<file path="src/rtl/can_pkg.sv">
// rtl/can_pkg.sv - shared types and defaults for the CAN transmit scheduler
package can_pkg;

  localparam int          CAN_PAYLOAD_W   = 64;
  localparam logic [31:0] CAN_TIMEOUT_DEF = 32'd200000;
  localparam logic [15:0] CAN_BACKOFF_DEF = 16'd64;

  typedef enum logic [1:0] {
    S_IDLE,
    S_SEND,
    S_BACKOFF,
    S_REPORT
  } tx_state_e;

endpackage

</file>
<file path="src/rtl/can_tx_scheduler_if.sv">
// rtl/can_tx_scheduler_if.sv - mailbox, result and packet-layer signals of the scheduler
interface can_tx_scheduler_if #(
  parameter int NUM_MB = 4,
  parameter int IDX_W  = ($clog2(NUM_MB) < 1) ? 1 : $clog2(NUM_MB)
);
  logic                             wr_valid;
  logic [IDX_W-1:0]                 wr_idx;
  logic [can_pkg::CAN_PAYLOAD_W-1:0] wr_data;
  logic                             wr_ready;
  logic [NUM_MB-1:0]                abort;
  logic [NUM_MB-1:0]                pending;
  logic                             done_valid;
  logic [IDX_W-1:0]                 done_idx;
  logic                             done_ok;
  logic                             tx_start;
  logic [can_pkg::CAN_PAYLOAD_W-1:0] tx_data;
  logic                             tx_done;
  logic                             tx_acked;

  modport master (
    output wr_valid, wr_idx, wr_data, abort, tx_done, tx_acked,
    input  wr_ready, pending, done_valid, done_idx, done_ok, tx_start, tx_data
  );

  modport slave (
    input  wr_valid, wr_idx, wr_data, abort, tx_done, tx_acked,
    output wr_ready, pending, done_valid, done_idx, done_ok, tx_start, tx_data
  );
endinterface

</file>
<file path="src/rtl/can_tx_scheduler_rr_pick.sv">
// rtl/can_tx_scheduler_rr_pick.sv - first set request at or after ptr, searching with wrap
module rr_pick #(
  parameter int N = 4,
  parameter int W = 2
) (
  input  logic [N-1:0] req,
  input  logic [W-1:0] ptr,
  output logic [W-1:0] idx,
  output logic         any
);
  logic [2*N-1:0] dbl;
  logic [N-1:0]   rot;
  logic [W:0]     sum;

  always_comb begin
    dbl = {req, req} >> ptr;
    rot = dbl[N-1:0];
    any = 1'b0;
    sum = '0;
    // descending scan so the smallest offset from ptr is the one kept
    for (int k = N - 1; k >= 0; k--) begin
      if (rot[k]) begin
        sum = {1'b0, ptr} + (W+1)'(k);
        any = 1'b1;
      end
    end
    if (sum >= (W+1)'(N)) sum = sum - (W+1)'(N);
    idx = sum[W-1:0];
  end
endmodule

</file>
<file path="src/rtl/can_tx_scheduler.sv">
// rtl/can_tx_scheduler.sv - round-robin mailbox scheduler in front of the CAN packet layer
module can_tx_scheduler
  import can_pkg::*;
#(
  parameter int          NUM_MB    = 4,
  parameter int          MAX_RETRY = 3,
  parameter logic [31:0] TIMEOUT   = CAN_TIMEOUT_DEF,
  parameter logic [15:0] BACKOFF   = CAN_BACKOFF_DEF
) (
  input  logic              clk,
  input  logic              rstn,
  can_tx_scheduler_if.slave bus
);
  localparam int               IDX_W     = ($clog2(NUM_MB) < 1) ? 1 : $clog2(NUM_MB);
  localparam logic [3:0]       RETRY_LIM = 4'(MAX_RETRY);
  localparam logic [IDX_W-1:0] LAST_IDX  = IDX_W'(NUM_MB - 1);

  tx_state_e                state_q, state_d;
  logic [IDX_W-1:0]         cur_idx_q, cur_idx_d;
  logic [IDX_W-1:0]         rr_ptr_q, rr_ptr_d;
  logic [3:0]               retry_cnt_q, retry_cnt_d;
  logic [31:0]              tmo_cnt_q, tmo_cnt_d;
  logic [15:0]              bo_cnt_q, bo_cnt_d;
  logic                     abort_lat_q, abort_lat_d;
  logic [NUM_MB-1:0]        pending_q, pending_d;
  logic [CAN_PAYLOAD_W-1:0] mb_data_q [NUM_MB];
  logic [CAN_PAYLOAD_W-1:0] mb_data_d [NUM_MB];
  logic                     tx_start_q, tx_start_d;
  logic [CAN_PAYLOAD_W-1:0] tx_data_q, tx_data_d;
  logic                     done_valid_q, done_valid_d;
  logic [IDX_W-1:0]         done_idx_q, done_idx_d;
  logic                     done_ok_q, done_ok_d;

  logic              wr_ready, wr_fire, idx_ok;
  logic [NUM_MB-1:0] cur_mask, ab_mask;
  logic [IDX_W-1:0]  grant_idx, ab_idx;
  logic              grant_any, ab_any;
  logic              tmo_hit, bo_hit, abort_eff;
  logic              fin, fin_ok, ab_srv;

  rr_pick #(.N(NUM_MB), .W(IDX_W)) u_grant (
    .req (pending_q),
    .ptr (rr_ptr_q),
    .idx (grant_idx),
    .any (grant_any)
  );

  // aborts of mailboxes not on the wire are served lowest index first
  rr_pick #(.N(NUM_MB), .W(IDX_W)) u_abort (
    .req (ab_mask),
    .ptr ('0),
    .idx (ab_idx),
    .any (ab_any)
  );

  assign idx_ok    = {1'b0, bus.wr_idx} < (IDX_W+1)'(NUM_MB);
  assign wr_ready  = ~pending_q[bus.wr_idx];
  assign wr_fire   = bus.wr_valid & wr_ready & idx_ok;
  assign cur_mask  = (state_q != S_IDLE) ? (NUM_MB'(1) << cur_idx_q) : '0;
  assign ab_mask   = bus.abort & pending_q & ~cur_mask;
  assign tmo_hit   = ({1'b0, tmo_cnt_q} + 33'd1) >= {1'b0, TIMEOUT};
  assign bo_hit    = ({1'b0, bo_cnt_q} + 17'd1) >= {1'b0, BACKOFF};
  assign abort_eff = abort_lat_q | bus.abort[cur_idx_q];

  always_comb begin
    state_d      = state_q;
    cur_idx_d    = cur_idx_q;
    rr_ptr_d     = rr_ptr_q;
    retry_cnt_d  = retry_cnt_q;
    tmo_cnt_d    = tmo_cnt_q;
    bo_cnt_d     = bo_cnt_q;
    abort_lat_d  = abort_lat_q;
    pending_d    = pending_q;
    mb_data_d    = mb_data_q;
    tx_start_d   = tx_start_q;
    tx_data_d    = tx_data_q;
    done_valid_d = 1'b0;
    done_idx_d   = done_idx_q;
    done_ok_d    = done_ok_q;
    fin          = 1'b0;
    fin_ok       = 1'b0;
    ab_srv       = 1'b0;

    if (wr_fire) begin
      pending_d[bus.wr_idx] = 1'b1;
      mb_data_d[bus.wr_idx] = bus.wr_data;
    end

    unique case (state_q)
      S_IDLE: begin
        if (ab_any) begin
          ab_srv = 1'b1;
        end else if (grant_any) begin
          cur_idx_d   = grant_idx;
          tx_data_d   = mb_data_q[grant_idx];
          retry_cnt_d = '0;
          tmo_cnt_d   = '0;
          abort_lat_d = 1'b0;
          tx_start_d  = 1'b1;
          state_d     = S_SEND;
        end
      end
      S_SEND: begin
        tmo_cnt_d = (tmo_cnt_q == '1) ? tmo_cnt_q : tmo_cnt_q + 32'd1;
        if (bus.abort[cur_idx_q]) abort_lat_d = 1'b1;
        if (bus.tx_done && bus.tx_acked) begin
          fin    = 1'b1;
          fin_ok = 1'b1;
        end else if (bus.tx_done || tmo_hit) begin
          if (retry_cnt_q < RETRY_LIM && !abort_eff) begin
            retry_cnt_d = retry_cnt_q + 4'd1;
            bo_cnt_d    = '0;
            tx_start_d  = 1'b0;
            state_d     = S_BACKOFF;
            ab_srv      = ab_any;
          end else begin
            fin = 1'b1;
          end
        end else begin
          ab_srv = ab_any;
        end
      end
      S_BACKOFF: begin
        bo_cnt_d = (bo_cnt_q == '1) ? bo_cnt_q : bo_cnt_q + 16'd1;
        if (bus.abort[cur_idx_q]) abort_lat_d = 1'b1;
        if (abort_eff) begin
          fin = 1'b1;
        end else begin
          if (bo_hit) begin
            tmo_cnt_d  = '0;
            tx_start_d = 1'b1;
            state_d    = S_SEND;
          end
          ab_srv = ab_any;
        end
      end
      S_REPORT: begin
        pending_d[cur_idx_q] = 1'b0;
        rr_ptr_d = (cur_idx_q == LAST_IDX) ? '0 : cur_idx_q + 1'b1;
        state_d  = S_IDLE;
      end
      default: state_d = S_IDLE;
    endcase

    // the in-flight result owns the done port; other aborts wait a cycle
    if (fin) begin
      state_d      = S_REPORT;
      tx_start_d   = 1'b0;
      done_valid_d = 1'b1;
      done_idx_d   = cur_idx_q;
      done_ok_d    = fin_ok;
    end else if (ab_srv) begin
      pending_d[ab_idx] = 1'b0;
      done_valid_d      = 1'b1;
      done_idx_d        = ab_idx;
      done_ok_d         = 1'b0;
    end
  end

  always_ff @(posedge clk or negedge rstn) begin
    if (!rstn) begin
      state_q      <= S_IDLE;
      cur_idx_q    <= '0;
      rr_ptr_q     <= '0;
      retry_cnt_q  <= '0;
      tmo_cnt_q    <= '0;
      bo_cnt_q     <= '0;
      abort_lat_q  <= 1'b0;
      pending_q    <= '0;
      for (int i = 0; i < NUM_MB; i++) mb_data_q[i] <= '0;
      tx_start_q   <= 1'b0;
      tx_data_q    <= '0;
      done_valid_q <= 1'b0;
      done_idx_q   <= '0;
      done_ok_q    <= 1'b0;
    end else begin
      state_q      <= state_d;
      cur_idx_q    <= cur_idx_d;
      rr_ptr_q     <= rr_ptr_d;
      retry_cnt_q  <= retry_cnt_d;
      tmo_cnt_q    <= tmo_cnt_d;
      bo_cnt_q     <= bo_cnt_d;
      abort_lat_q  <= abort_lat_d;
      pending_q    <= pending_d;
      mb_data_q    <= mb_data_d;
      tx_start_q   <= tx_start_d;
      tx_data_q    <= tx_data_d;
      done_valid_q <= done_valid_d;
      done_idx_q   <= done_idx_d;
      done_ok_q    <= done_ok_d;
    end
  end

  assign bus.wr_ready   = wr_ready;
  assign bus.pending    = pending_q;
  assign bus.done_valid = done_valid_q;
  assign bus.done_idx   = done_idx_q;
  assign bus.done_ok    = done_ok_q;
  assign bus.tx_start   = tx_start_q;
  assign bus.tx_data    = tx_data_q;
endmodule
</file>
<file path="src/flat_wrapper.sv">
// flat-port wrapper written by rule: the top's interface ports become plain ports
module can_tx_scheduler_flat import can_pkg::*;
#(
  parameter int          NUM_MB    = 4,
  parameter int          MAX_RETRY = 3,
  parameter logic [31:0] TIMEOUT   = CAN_TIMEOUT_DEF,
  parameter logic [15:0] BACKOFF   = CAN_BACKOFF_DEF
)
  (clk, rstn, bus_wr_valid, bus_wr_idx, bus_wr_data, bus_abort, bus_tx_done, bus_tx_acked, bus_wr_ready, bus_pending, bus_done_valid, bus_done_idx, bus_done_ok, bus_tx_start, bus_tx_data);
  can_tx_scheduler_if #(.NUM_MB(NUM_MB)) bus_i ();
  input  logic clk;
  input  logic rstn;
  input wire logic [$bits(bus_i.wr_valid)-1:0] bus_wr_valid;
  input wire logic [$bits(bus_i.wr_idx)-1:0] bus_wr_idx;
  input wire logic [$bits(bus_i.wr_data)-1:0] bus_wr_data;
  input wire logic [$bits(bus_i.abort)-1:0] bus_abort;
  input wire logic [$bits(bus_i.tx_done)-1:0] bus_tx_done;
  input wire logic [$bits(bus_i.tx_acked)-1:0] bus_tx_acked;
  output wire logic [$bits(bus_i.wr_ready)-1:0] bus_wr_ready;
  output wire logic [$bits(bus_i.pending)-1:0] bus_pending;
  output wire logic [$bits(bus_i.done_valid)-1:0] bus_done_valid;
  output wire logic [$bits(bus_i.done_idx)-1:0] bus_done_idx;
  output wire logic [$bits(bus_i.done_ok)-1:0] bus_done_ok;
  output wire logic [$bits(bus_i.tx_start)-1:0] bus_tx_start;
  output wire logic [$bits(bus_i.tx_data)-1:0] bus_tx_data;
  assign bus_i.wr_valid = bus_wr_valid;
  assign bus_i.wr_idx = bus_wr_idx;
  assign bus_i.wr_data = bus_wr_data;
  assign bus_i.abort = bus_abort;
  assign bus_i.tx_done = bus_tx_done;
  assign bus_i.tx_acked = bus_tx_acked;
  assign bus_wr_ready = bus_i.wr_ready;
  assign bus_pending = bus_i.pending;
  assign bus_done_valid = bus_i.done_valid;
  assign bus_done_idx = bus_i.done_idx;
  assign bus_done_ok = bus_i.done_ok;
  assign bus_tx_start = bus_i.tx_start;
  assign bus_tx_data = bus_i.tx_data;
  can_tx_scheduler #(.NUM_MB(NUM_MB), .MAX_RETRY(MAX_RETRY), .TIMEOUT(TIMEOUT), .BACKOFF(BACKOFF)) u_core (.clk(clk), .rstn(rstn), .bus(bus_i));
endmodule
</file>
<file path="config.mk">
export PLATFORM = sky130hd
export DESIGN_NAME = can_tx_scheduler_flat
export DESIGN_NICKNAME = d
export VERILOG_FILES = /design/src/rtl/can_pkg.sv /design/src/rtl/can_tx_scheduler_if.sv /design/src/rtl/can_tx_scheduler_rr_pick.sv /design/src/rtl/can_tx_scheduler.sv /design/src/flat_wrapper.sv
export SDC_FILE = /design/constraint.sdc
export NUM_CORES = 1
export LEC_CHECK = 0
export BUFFER_PORTS_ARGS = -buffer_cell sky130_fd_sc_hd__buf_2
export CAP_MARGIN = 0
export CORE_ASPECT_RATIO = 0.75
export CORE_MARGIN = 2
export CORE_UTILIZATION = 35
export DETAILED_ROUTE_END_ITERATION = 6
export HOLD_SLACK_MARGIN = 0.12
export PLACE_DENSITY = 0.6
export REMOVE_ABC_BUFFERS = 1
export SLEW_MARGIN = 10
export SYNTH_ARGS = -nofsm -noshare
export SYNTH_HDL_FRONTEND = slang
export SYNTH_HIERARCHICAL = 1
export SYNTH_SLANG_ARGS = --single-unit
</file>
<file path="constraint.sdc">
create_clock -name clk -period 10.2 [get_ports clk]
set_input_delay 1.02 -clock clk [delete_from_list [all_inputs] [get_ports clk]]
set_output_delay 1.02 -clock clk [all_outputs]
set_load 0.005 [all_outputs]
</file>
# Word-level counts from Yosys, hierarchy flattened
# Index checks and enable logic that the tools add are counted.
dict set report op_classes {
  addsub 11
  magnitude_cmp 14
  n_eq_ne 23
  shifts 2
  muxes 98
  bitwise_logic 14
  n_reduce_logical 24
}
# op n
set ops {}
lappend ops {{bitwise mux 256 bit} 1}
lappend ops {{two-way mux 64 bit} 3}
lappend ops {{two-way mux 32 bit} 5}
lappend ops {{binary-select mux 64 bit (select 2 bit)} 1}
lappend ops {{demux 64 bit (select 2 bit)} 1}
lappend ops {{case mux 32 bit (3 select lines)} 1}
lappend ops {{two-way mux 16 bit} 4}
lappend ops {{two-way mux 4 bit} 10}
lappend ops {{two-way mux 1 bit} 39}
lappend ops {{adder 32 x 1 -> 33 bit, second input constant} 1}
lappend ops {{greater-or-equal comparator 33 x 18 -> 1 bit, second input constant} 1}
lappend ops {{adder 32 x 1 -> 32 bit, second input constant} 1}
lappend ops {{== test 32 bit, second input constant} 1}
lappend ops {{case mux 16 bit (2 select lines)} 1}
lappend ops {{two-way mux 2 bit} 14}
lappend ops {{two-way mux 3 bit} 7}
lappend ops {{adder 16 x 1 -> 17 bit, second input constant} 1}
lappend ops {{greater-or-equal comparator 17 x 7 -> 1 bit, second input constant} 1}
lappend ops {{adder 16 x 1 -> 16 bit, second input constant} 1}
lappend ops {{AND 4 bit} 4}
lappend ops {{== test 16 bit, second input constant} 1}
lappend ops {{greater-or-equal comparator 3 bit, second input constant} 4}
lappend ops {{inequality test 3 x 1 -> 1 bit, second input constant} 4}
lappend ops {{NOT 4 bit} 3}
lappend ops {{other kinds (42)} 76}
dict set report word_totals {
  regBits 388
  in_bits 75
  out_inout_bits 74
  wordCells 203
}

# Depth between registers and ports, before layout
dict set report depth {
  ltp_word 18
  ltp_mapped 12
  depth_no_buf 12
}

# By module
# Netlist, hierarchy kept.
# mod instances cells_per_inst area_each_um2 seq_area_each_um2
set modules_own_cells {}
lappend modules_own_cells {can_tx_scheduler 1 1457 18071.1 9709.3}
lappend modules_own_cells {rr_pick 2 15 77.6 0.0}

# Least setup slack after synthesis
# No wires, ideal clock.
dict set report synth_path {
  path_kind {input to register}
  start {input port bus_abort[3]}
  end {register u_core.bo_cnt_q[6]}
  setup_ps 128
  arrival_ps 3316
  t_required_ps 10072
  setup_slack_ps 6755
  path_stages 8
  path_buffers 1
  path_cell_list {mux4_2 -> or2_2 -> nor4_1 -> a21oi_1 -> nor3_2 -> buf_6 -> mux2i_1 -> o31ai_1}
}
dict set report synth_via {
  elab_chain_len 7
}
# element line_no
set synth_lines {}
lappend synth_lines {{start: declaration} flat_wrapper.sv:16} ;# input wire logic [$bits(bus_i.abort)-1:0] bus_abort;
lappend synth_lines {{binary-select mux 1 bit (select 2 bit)} can_tx_scheduler.sv:63} ;# assign abort_eff = abort_lat_q | bus.abort[cur_idx_q];
lappend synth_lines {{two-way mux 1 bit (implied by the code)} can_tx_scheduler.sv:63}
lappend synth_lines {{bitwise OR 1 bit} can_tx_scheduler.sv:63}
lappend synth_lines {{logical NOT 1 bit} can_tx_scheduler.sv:110} ;# if (retry_cnt_q < RETRY_LIM && !abort_eff) begin
lappend synth_lines {{logical AND 1 bit} can_tx_scheduler.sv:110}
lappend synth_lines {{inequality test 2 x 1 -> 1 bit (no source line)} -}
lappend synth_lines {{AND reduction 5 bit (no source line)} -}
lappend synth_lines {{end signal: assignment} can_tx_scheduler.sv:182} ;# bo_cnt_q <= bo_cnt_d;
lappend synth_lines {{end: declaration} can_tx_scheduler.sv:23} ;# logic [15:0] bo_cnt_q, bo_cnt_d;
# Every way passes these cells. The select of a mux whose other input is x is not followed.
# A chain may end at the register's enable or synchronous reset.

# Final worst setup path
dict set report layout_path {
  start {register u_core.bo_cnt_q[0]}
  end {register u_core.tmo_cnt_q[28]}
}
dict set report layout_via {
  elab_chain_len 4
}
# element line_no
set layout_lines {}
lappend layout_lines {{adder 16 x 1 -> 17 bit} can_tx_scheduler.sv:62} ;# assign bo_hit = ({1'b0, bo_cnt_q} + 17'd1) >= {1'b0, BACKOFF};
lappend layout_lines {{greater-or-equal comparator 17 x 7 -> 1 bit} can_tx_scheduler.sv:62}
lappend layout_lines {{inequality test 2 x 1 -> 1 bit (no source line)} -}
lappend layout_lines {{AND reduction 6 bit (no source line)} -}
lappend layout_lines {{end signal: assignment} can_tx_scheduler.sv:181} ;# tmo_cnt_q <= tmo_cnt_d;
lappend layout_lines {{end: declaration} can_tx_scheduler.sv:22} ;# logic [31:0] tmo_cnt_q, tmo_cnt_d;
# Every way passes these cells.

==> impl_metrics.tcl <==
set metrics [dict create \
    status "finished, final reports clean" \
    numCtsBuffers 42 \
    cap_violations 0 \
    finalCriticalPeriod_ps 3930 \
    synth_flop_cell "dfrtp_1" \
    cpPeakStageDelay_ps 1010 \
    power.total_w 0.00663 \
    crit_path_start_kind "flip-flop" \
    cp-end-kind "flip-flop" \
    fp-row-count 72 \
    grt_max_degree 169 \
    path_cells "ha_1, nand3_1, nor4_1, and3_1, nor2_1, o2111ai_1, nand3_1, buf_4, nor2_1, nand2_1, o31ai_1" \
    synth.distinct_cells 73 \
    dr.pass1.iters 6 \
    clk_pin_slew_ps 60 \
    ctsResizeCount 0 \
    hold_path_class "in -> async" \
    grt_pass1_vias 12900 \
    dpl.cell_count 2273 \
    grt_overflow 0 \
    wl_per_cell_um 19.1 \
    final_cell_mix "dfrtp_1 (388), mux2_2 (264), nand2_1 (249)" \
    final_common_cell "dfrtp_1" \
    cts_buffer_depth 3 \
    relSlewSlack_pct 22.6 \
    tightestPinTransition_ps 1150 \
    dr_total_vias 12400 \
    crit_required_ps 10670 \
    io_buffers 148 \
    cp_top_family "simple AND/OR/NAND/NOR gates" \
    htreeDepth 2 \
    post_cts_buffers 0 \
    ant_nets 0 \
    fin_tns_setup_ps 0 \
    routed_via_density 5.28 \
    fin_nets 1702 \
    critPathMaxFanout 35 \
    grt_pass1_wl_mm 72.6 \
    synth_cells 1487 \
    p_leak_nw 9.26 \
    drc 0 \
    drive_gt1_share_pct 36.0 \
    max-vdd-ir-drop_mv 0.376 \
    insertion_delay_ps 560 \
    dieArea_sq_um 53900 \
    drv_slew 0 \
    cp_num_buf_inv 1 \
    hold_violations 0 \
    start_util_pct 35.4 \
    setup_violations 0 \
    period_share_pct 38.5 \
    grt_setup_unrepaired "false" \
    p_per_area_nw_per_um2 314 \
    area.growth.synth_to_final_pct 16.0 \
    drt-total-wl_mm 44.9 \
    first_iter_violations 1065 \
    dpl.hpwl_mm 27.6 \
    io-pin-count 149 \
    finalNonFillerCells 2347 \
    syn_area_sq_um 18200 \
    cp.arrival_ps 4400 \
    synth_edf_count 0 \
    synth_warnings 6 \
    gp_congestion 0.865 \
    postSynthAreaPerCell_sq_um 12.3 \
    die_h_um 202 \
    cts_tree "done" \
    slowest_stage "nor4_1" \
    synth.ff_latch_count 388 \
    cts_hold_buf 0 \
    async_flop_share_pct 100 \
    cts-root-buf "clkbuf_16" \
    fmax_mhz 254 \
    antenna_found_initial 7 \
    die-width_um 268 \
    path_class "reg -> reg" \
    cts_num_sinks 388 \
    core_sq_um 51500 \
    grt_usage_pct 17.0 \
    fin_worst_skew_ps 7.90 \
    synth-seq-area-share_pct 53.3 \
]
synthesized netlist by cell type (all sizes together) (4+ instances only):
cell	instances	area share, %
xnor2	5	0.24
o31ai	27	1.1
or4	6	0.27
nand4	20	0.72
nand3	36	0.99
ha	13	0.89
mux4	66	8.2
mux2	267	16
clkbuf	73	1.5
nor4	9	0.41
inv	35	0.72
mux2i	6	0.33
or2	4	0.14
nor3	13	0.45
xor2	4	0.19
and3	13	0.45
nor2	42	0.86
a31oi	12	0.49
buf	19	0.46
dfrtp	388	53
o41ai	6	0.29
nand2b	6	0.25
o21ai	54	1.5
a22o	5	0.24
and4	8	0.38
a21oi	32	0.88
and2	11	0.38
nand2	249	5.1
layout make-up:
cell class	count	area (sq um)
Timing Repair Buffer	169	921
Sequential cell	388	9710
Inverter	36	135
Tap cell	703	880
Antenna cell	2	5.00
Multi-Input combinational cell	977	8100
Fill cell	4937	30400
Clock buffer	53	1160
Clock inverter	19	223
stage by stage:
| step | hold slack, ps | setup WS [ps] | instance area [sq um] | util, % |
|---|---|---|---|---|
| global route | 492 | 5820 | 21100 | 41.0 |
| CTS | 472 | 6330 | 21100 | 41.0 |
| floorplan | 440 | 1480 | 17900 | - |
| detailed placement | 457 | 5910 | 19700 | 38.3 |
| finish | 452 | 6270 | 21100 | 41.0 |
| global placement | 454 | 6000 | 19700 | 38.3 |
metal layers:
layer | share of wire, % | up-vias | GRT usage, %
met3 | 6.2 | 77 | 4.23
met5 | 0.14 | - | 0
met2 | 45 | 309 | 26.1
met4 | 2.0 | 10 | 4.63
li1 | - | 5621 | -
met1 | 47 | 6374 | 23.8
where the power goes:
part / internal, W / switching [W] / total (W)
sequential: 0.00219 / 0.000355 / 0.00255
clock: 0.000890 / 0.000650 / 0.00154
combinational: 0.00135 / 0.00120 / 0.00254
total: 0.00443 / 0.00220 / 0.00663
final timing paths:
check / startpoint / end / slack (ps) / cells after the start
max: u_core/bo_cnt_q[0] / u_core/tmo_cnt_q[28] / 6270 / 11
min: rstn / u_core/cur_idx_q[0] / 450 / 1
max reg2reg: u_core/bo_cnt_q[0] / u_core/tmo_cnt_q[28] / 6270 / 11
min reg2reg: u_core/mb_data_q[36] / u_core/mb_data_q[36] / 470 / 2
max in group asynchronous: rstn / u_core/mb_data_q[142] / 7570 / 3
min in group clk: u_core/mb_data_q[36] / u_core/mb_data_q[36] / 470 / 2
logic make-up after synthesis:
kind of cell | count (synthesis) | synth area share, %
AO/OA/AOI/OAI | 178 | 6.69
XOR/XNOR | 9 | 0.432
adder cells (fa/ha/maj) | 13 | 0.892
buffers and inverters | 128 | 2.70
flip-flops | 388 | 53.3
multiplexers | 339 | 25.0
other | 1 | 0.0206
AND/OR/NAND/NOR | 431 | 11.0
registers in the layout, indices dropped and copies added (netlist names), 4 cells and up:
signal and flops:
u_core/bus.pending 4, u_core/bo_cnt_q 16, u_core/tmo_cnt_q 32, u_core/bus.tx_data 64
u_core/mb_data_q 256, u_core/retry_cnt_q 4
No activity file was read; power rests on OpenSTA's default activity.
